[config.mk]
export PLATFORM = sky130hd
export DESIGN_NAME = uart_tx_fifo_rd
export DESIGN_NICKNAME = d
export VERILOG_FILES = /design/src/rtl/uart_pkg.sv /design/src/rtl/uart_baud_gen.sv /design/src/rtl/uart_tx_fifo_rd.sv
export SDC_FILE = /design/constraint.sdc
export NUM_CORES = 1
export LEC_CHECK = 0
export ABC_AREA = 1
export ABC_CLOCK_PERIOD_IN_PS = 4300
export CORE_MARGIN = 2
export CORE_UTILIZATION = 45
export CTS_BUF_LIST = sky130_fd_sc_hd__clkbuf_4 sky130_fd_sc_hd__clkbuf_8 sky130_fd_sc_hd__clkbuf_16
export CTS_CLUSTER_SIZE = 8
export DETAILED_ROUTE_END_ITERATION = 8
export PLACE_DENSITY = 0.65
export SLEW_MARGIN = 20
export SYNTH_ARGS = -nofsm -noshare
export SYNTH_HDL_FRONTEND = slang
export SYNTH_SLANG_ARGS = --single-unit
[constraint.sdc]
create_clock -name clk -period 4.3 [get_ports clk]
set_input_delay 0.86 -clock clk [delete_from_list [all_inputs] [get_ports clk]]
set_output_delay 0.86 -clock clk [all_outputs]
set_load 0.005 [all_outputs]
[src/rtl/uart_pkg.sv]
// Shared constants for the FIFO-fed UART transmitter: FSM encoding,
// frame geometry and the clock-to-baud divider computation.
package uart_pkg;

  localparam logic [1:0] ST_IDLE  = 2'd0;
  localparam logic [1:0] ST_START = 2'd1;
  localparam logic [1:0] ST_DATA  = 2'd2;
  localparam logic [1:0] ST_STOP  = 2'd3;

  localparam int DATA_BITS = 8;

  function automatic int calc_baud_div(input int clk_freq, input int baud_rate);
    return clk_freq / baud_rate;
  endfunction

endpackage

[src/rtl/uart_baud_gen.sv]
// Bit-period timer: counts 0..BAUD_DIV-1 and pulses bit_done on the last count.
// restart forces the count back to 0 so every state starts a fresh period.
module uart_baud_gen #(
  parameter int BAUD_DIV = 10
) (
  input  logic clk,
  input  logic rst,
  input  logic restart,
  output logic bit_done
);

  localparam int CW = (BAUD_DIV > 1) ? $clog2(BAUD_DIV) : 1;
  localparam logic [CW-1:0] LAST = CW'(BAUD_DIV - 1);

  logic [CW-1:0] cnt_q, cnt_d;

  assign bit_done = (cnt_q == LAST);

  always_comb begin
    cnt_d = cnt_q + 1'b1;
    if (restart || bit_done) cnt_d = '0;
  end

  always_ff @(posedge clk or posedge rst) begin
    if (rst) cnt_q <= '0;
    else     cnt_q <= cnt_d;
  end

endmodule

[src/rtl/uart_tx_fifo_rd.sv]
// 8N1 UART transmitter that pulls bytes straight from a first-word
// fall-through FIFO and sends back-to-back frames with no idle gap.
//
// state | meaning
// IDLE  | line high, waiting for a byte (pops as soon as empty=0)
// START | start bit (0) for one bit period
// DATA  | 8 data bits, LSB first, from the shift register
// STOP  | stop bit (1); last cycle may pop the next byte
module uart_tx_fifo_rd
  import uart_pkg::*;
#(
  parameter int CLK_FREQ  = 100_000_000,
  parameter int BAUD_RATE = 9600
) (
  input  logic       clk,
  input  logic       rst,
  input  logic       empty,
  input  logic [7:0] pop_data,
  output logic       pop,
  output logic       tx,
  output logic       tx_busy
);

  localparam int BAUD_DIV = calc_baud_div(CLK_FREQ, BAUD_RATE);
  localparam logic [2:0] LAST_BIT = 3'(DATA_BITS - 1);

  logic [1:0]           state_q, state_d;
  logic [DATA_BITS-1:0] shreg_q, shreg_d;
  logic [2:0]           bit_idx_q, bit_idx_d;
  logic                 tx_q, tx_d;
  logic                 capture;
  logic                 restart;
  logic                 bit_done;

  uart_baud_gen #(.BAUD_DIV(BAUD_DIV)) u_baud (
    .clk      (clk),
    .rst      (rst),
    .restart  (restart),
    .bit_done (bit_done)
  );

  always_comb begin
    state_d   = state_q;
    shreg_d   = shreg_q;
    bit_idx_d = bit_idx_q;
    capture   = 1'b0;
    case (state_q)
      ST_IDLE: begin
        if (!empty) begin
          capture = 1'b1;
          shreg_d = pop_data;
          state_d = ST_START;
        end
      end
      ST_START: begin
        if (bit_done) begin
          bit_idx_d = '0;
          state_d   = ST_DATA;
        end
      end
      ST_DATA: begin
        if (bit_done) begin
          shreg_d = shreg_q >> 1;
          if (bit_idx_q == LAST_BIT) begin
            bit_idx_d = '0;
            state_d   = ST_STOP;
          end else begin
            bit_idx_d = bit_idx_q + 3'd1;
          end
        end
      end
      ST_STOP: begin
        // Chain straight into the next frame when the FIFO still has data.
        if (bit_done) begin
          if (!empty) begin
            capture = 1'b1;
            shreg_d = pop_data;
            state_d = ST_START;
          end else begin
            state_d = ST_IDLE;
          end
        end
      end
      default: state_d = ST_IDLE;
    endcase
  end

  // tx is registered from the next state so it changes on the same edge as the FSM.
  always_comb begin
    case (state_d)
      ST_START: tx_d = 1'b0;
      ST_DATA:  tx_d = shreg_d[0];
      default:  tx_d = 1'b1;
    endcase
  end

  assign restart = (state_q == ST_IDLE) || (state_d != state_q);

  always_ff @(posedge clk or posedge rst) begin
    if (rst) begin
      state_q   <= ST_IDLE;
      shreg_q   <= '0;
      bit_idx_q <= '0;
      tx_q      <= 1'b1;
    end else begin
      state_q   <= state_d;
      shreg_q   <= shreg_d;
      bit_idx_q <= bit_idx_d;
      tx_q      <= tx_d;
    end
  end

  assign pop     = capture & ~rst;
  assign tx      = tx_q;
  assign tx_busy = (state_q != ST_IDLE);

endmodule
==> results.py <==
metrics = {
    "route": {
        "drc": 0,
        "ant_nets": 0,
        "wirelength_mm": 3.47,
        "wl_per_cell_um": 12.1,
        "first_iter_violations": 81,
        "drt_first_pass_iters": 4,
        "routed_via_density": 5.06,
        "vias": 1447,
    },
    "power_and_ir_drop": {
        "p_leak_nw": 0.889,
        "ir_drop_mv": 0.250,
        "powerDensity_nw_per_um2": 515,
        "total_power_mw": 1.06,
    },
    "timing": {
        "clock_skew_ps": 3.99,
        "setup_viol": 0,
        "drv_slew": 0,
        "worst_pin_slew_ps": 593,
        "final.setup.tns_ps": 0,
        "fin_hold_ws_ps": 466,
        "rsz0062_at_grt": "no",
        "hold_viol_final": 0,
        "max_freq_mhz": 311,
        "relSlewSlack_pct": 60.4,
        "finalCritPeriodShare_pct": 74.7,
        "final.min_clock_period_ps": 3210,
    },
    "clocking": {
        "cts_tree": "yes",
        "clk_path_buf_depth": 2,
        "cts_made_buffers": 3,
        "root_buffer": "clkbuf_8",
        "cts_setup_buffers": 0,
        "cts_hold_buf": 0,
        "cts_sinks": 28,
        "clk_latency_ps": 280,
        "post_cts_resized": 0,
        "cts_max_level": 1,
        "cts.clk_slew.worst_paths_ps": 100,
    },
    "final_layout": {
        "n_antenna_cell": 0,
        "finalNetCount": 256,
        "area.growth.synth_to_final_pct": 13.2,
        "drive_above_1_share_pct": 16.1,
        "fill_cells": 391,
    },
    "status": {
        "status": "complete, no violations",
    },
    "synthesis": {
        "synth_common_cells": "nand2_1, dfrtp_1, inv_1",
        "synthFlopType": "dfrtp_1",
        "synth.area.top_cells": "dfrtp_1, nand2_1, nor2_4",
        "synth.avg_cell_area_um2": 8.25,
        "synth_cell_types": 31,
        "synthArstFlopShare_pct": 100,
        "syn-instance-count": 221,
        "synth_top_area_share_pct": 37.1,
        "synth_seq_area_share_pct": 38.5,
        "synth_edf_count": 0,
        "ys_ff_latch": 28,
        "yosysMostFrequentCell": "nand2_1",
        "synth_nets": 240,
        "ys_warn_count": 0,
        "yosysTopAreaCell": "dfrtp_1",
        "synthesis.area_um2": 1820,
    },
    "global_routing": {
        "track_usage_pct": 18.1,
        "grt_pass1_vias": 1425,
        "grt_max_degree": 29,
        "overflow": 0,
        "grt_pass1_wl_mm": 6.24,
        "antenna_found_initial": 0,
    },
    "worst_setup_path": {
        "setup.worst_path.start_class": "input pin",
        "critPathRequiredTime_ps": 3440,
        "crit_type": "input pin to output port",
        "cp_max_fo": 12,
        "end_kind": "output port",
        "arrival_ps": 2350,
        "rr_worst_depth": 11,
    },
    "die": {
        "start_util_pct": 46.2,
        "io_pins": 14,
        "core_um2": 3940,
        "placementRows": 23,
        "die-area_um2": 4580,
        "die_w_um": 67.7,
        "dieHeight_um": 67.7,
    },
    "place": {
        "port_buffers": 13,
        "hpwl_mm": 2.59,
        "place.gp.congestion": 0.845,
    },
    "run": {
        "max_cap_violations": 0,
    },
    "min_path": {
        "whs_path_depth": 1,
        "hold_class": "flop to flop",
    },
}
==> flip-flops by register name, indices dropped and copies added (netlist names) <==
name / count
u_baud.cnt_q: 14
shreg_q: 8
bit_idx_q: 3
state_q: 2
tx: 1
==> layout make-up <==
class	count	area, um^2	area share [%]
tap	50	62.6	3.03
multi-input combinational	163	992	48.1
sequential	28	702	34.0
clock buffer	3	41.3	2.00
clock inverter	1	30.0	1.46
inverter	28	105	5.09
timing repair buffer	13	130	6.31
==> cells in the final DEF, fill, tap and decap left out <==
cell / count
nor2_1: 15
nand2_1: 49
clkinv_1: 1
o31ai_1: 1
nand3b_1: 1
a21oi_1: 13
o211ai_1: 1
xnor2_1: 2
nand4_1: 2
a22o_2: 2
nand2_2: 6
clkbuf_8: 3
nor2_4: 13
nand3b_2: 1
o21ai_2: 1
nor4_1: 2
nor3_1: 4
xor2_1: 7
nor2_2: 3
nand3_2: 2
clkdlybuf4s50_1: 13
ha_1: 8
o41ai_1: 1
nand2_4: 3
o21ai_0: 14
dfstp_2: 1
inv_1: 25
dfrtp_1: 27
bufinv_16: 1
inv_2: 2
nand3_1: 10
o21bai_1: 2
==> worst max-delay path, stage by stage <==
cell	delay, ps
clkdlybuf4s50_1	610
nor4_1	340
clkdlybuf4s50_1	540
==> power by group <==
part | switching [mW] | total [mW] | internal (mW)
combinational | 0.338 | 0.499 | 0.161
clock | 0.0849 | 0.210 | 0.125
sequential | 0.0404 | 0.354 | 0.313
total | 0.463 | 1.06 | 0.599
==> stage by stage <==
stage | instances | instance area, um^2 | worst slack (ps) | util, %
2_1_floorplan | 221 | 1820 | 2050 | -
3_3_place_gp | 282 | 1990 | 1100 | 50.5
3_5_place_dp | 282 | 1990 | 1090 | 50.5
4_1_cts | 286 | 2060 | 1050 | 52.3
5_1_grt | 286 | 2060 | 883 | 52.3
6_report | 286 | 2060 | 1090 | 52.3
==> worst paths after layout <==
path	to	from	slack, ps
max	pop	empty	1090
min	u_baud.cnt_q[0]	u_baud.cnt_q[0]	470
max reg2reg	u_baud.cnt_q[1]	state_q[0]	2170
min reg2reg	u_baud.cnt_q[0]	u_baud.cnt_q[0]	470
max in group asynchronous	shreg_q[4]	rst	2900
min in group asynchronous	shreg_q[2]	rst	1000
==> per-layer routing <==
layer	vias to the layer above	part of all wire (%)	global-route usage [%]	routed length, um
met3	4	2.7	4.00	95
li1	735	-	-	-
met1	689	49	23.2	1700
met2	19	47	29.9	1630
met4	0	1.4	6.12	48
met5	-	0	0	0
==> cells by family after synthesis <==
group	count (synthesis)	share of synthesized area [%]
AND/OR/NAND/NOR	111	33.5
AO/OA/AOI/OAI	35	11.1
buffers and inverters	30	7.07
flip-flops	28	38.5
XOR/XNOR	9	4.32
adder cells (fa/ha/maj)	8	5.49
Note: power is estimated with default switching activity, not from simulation.
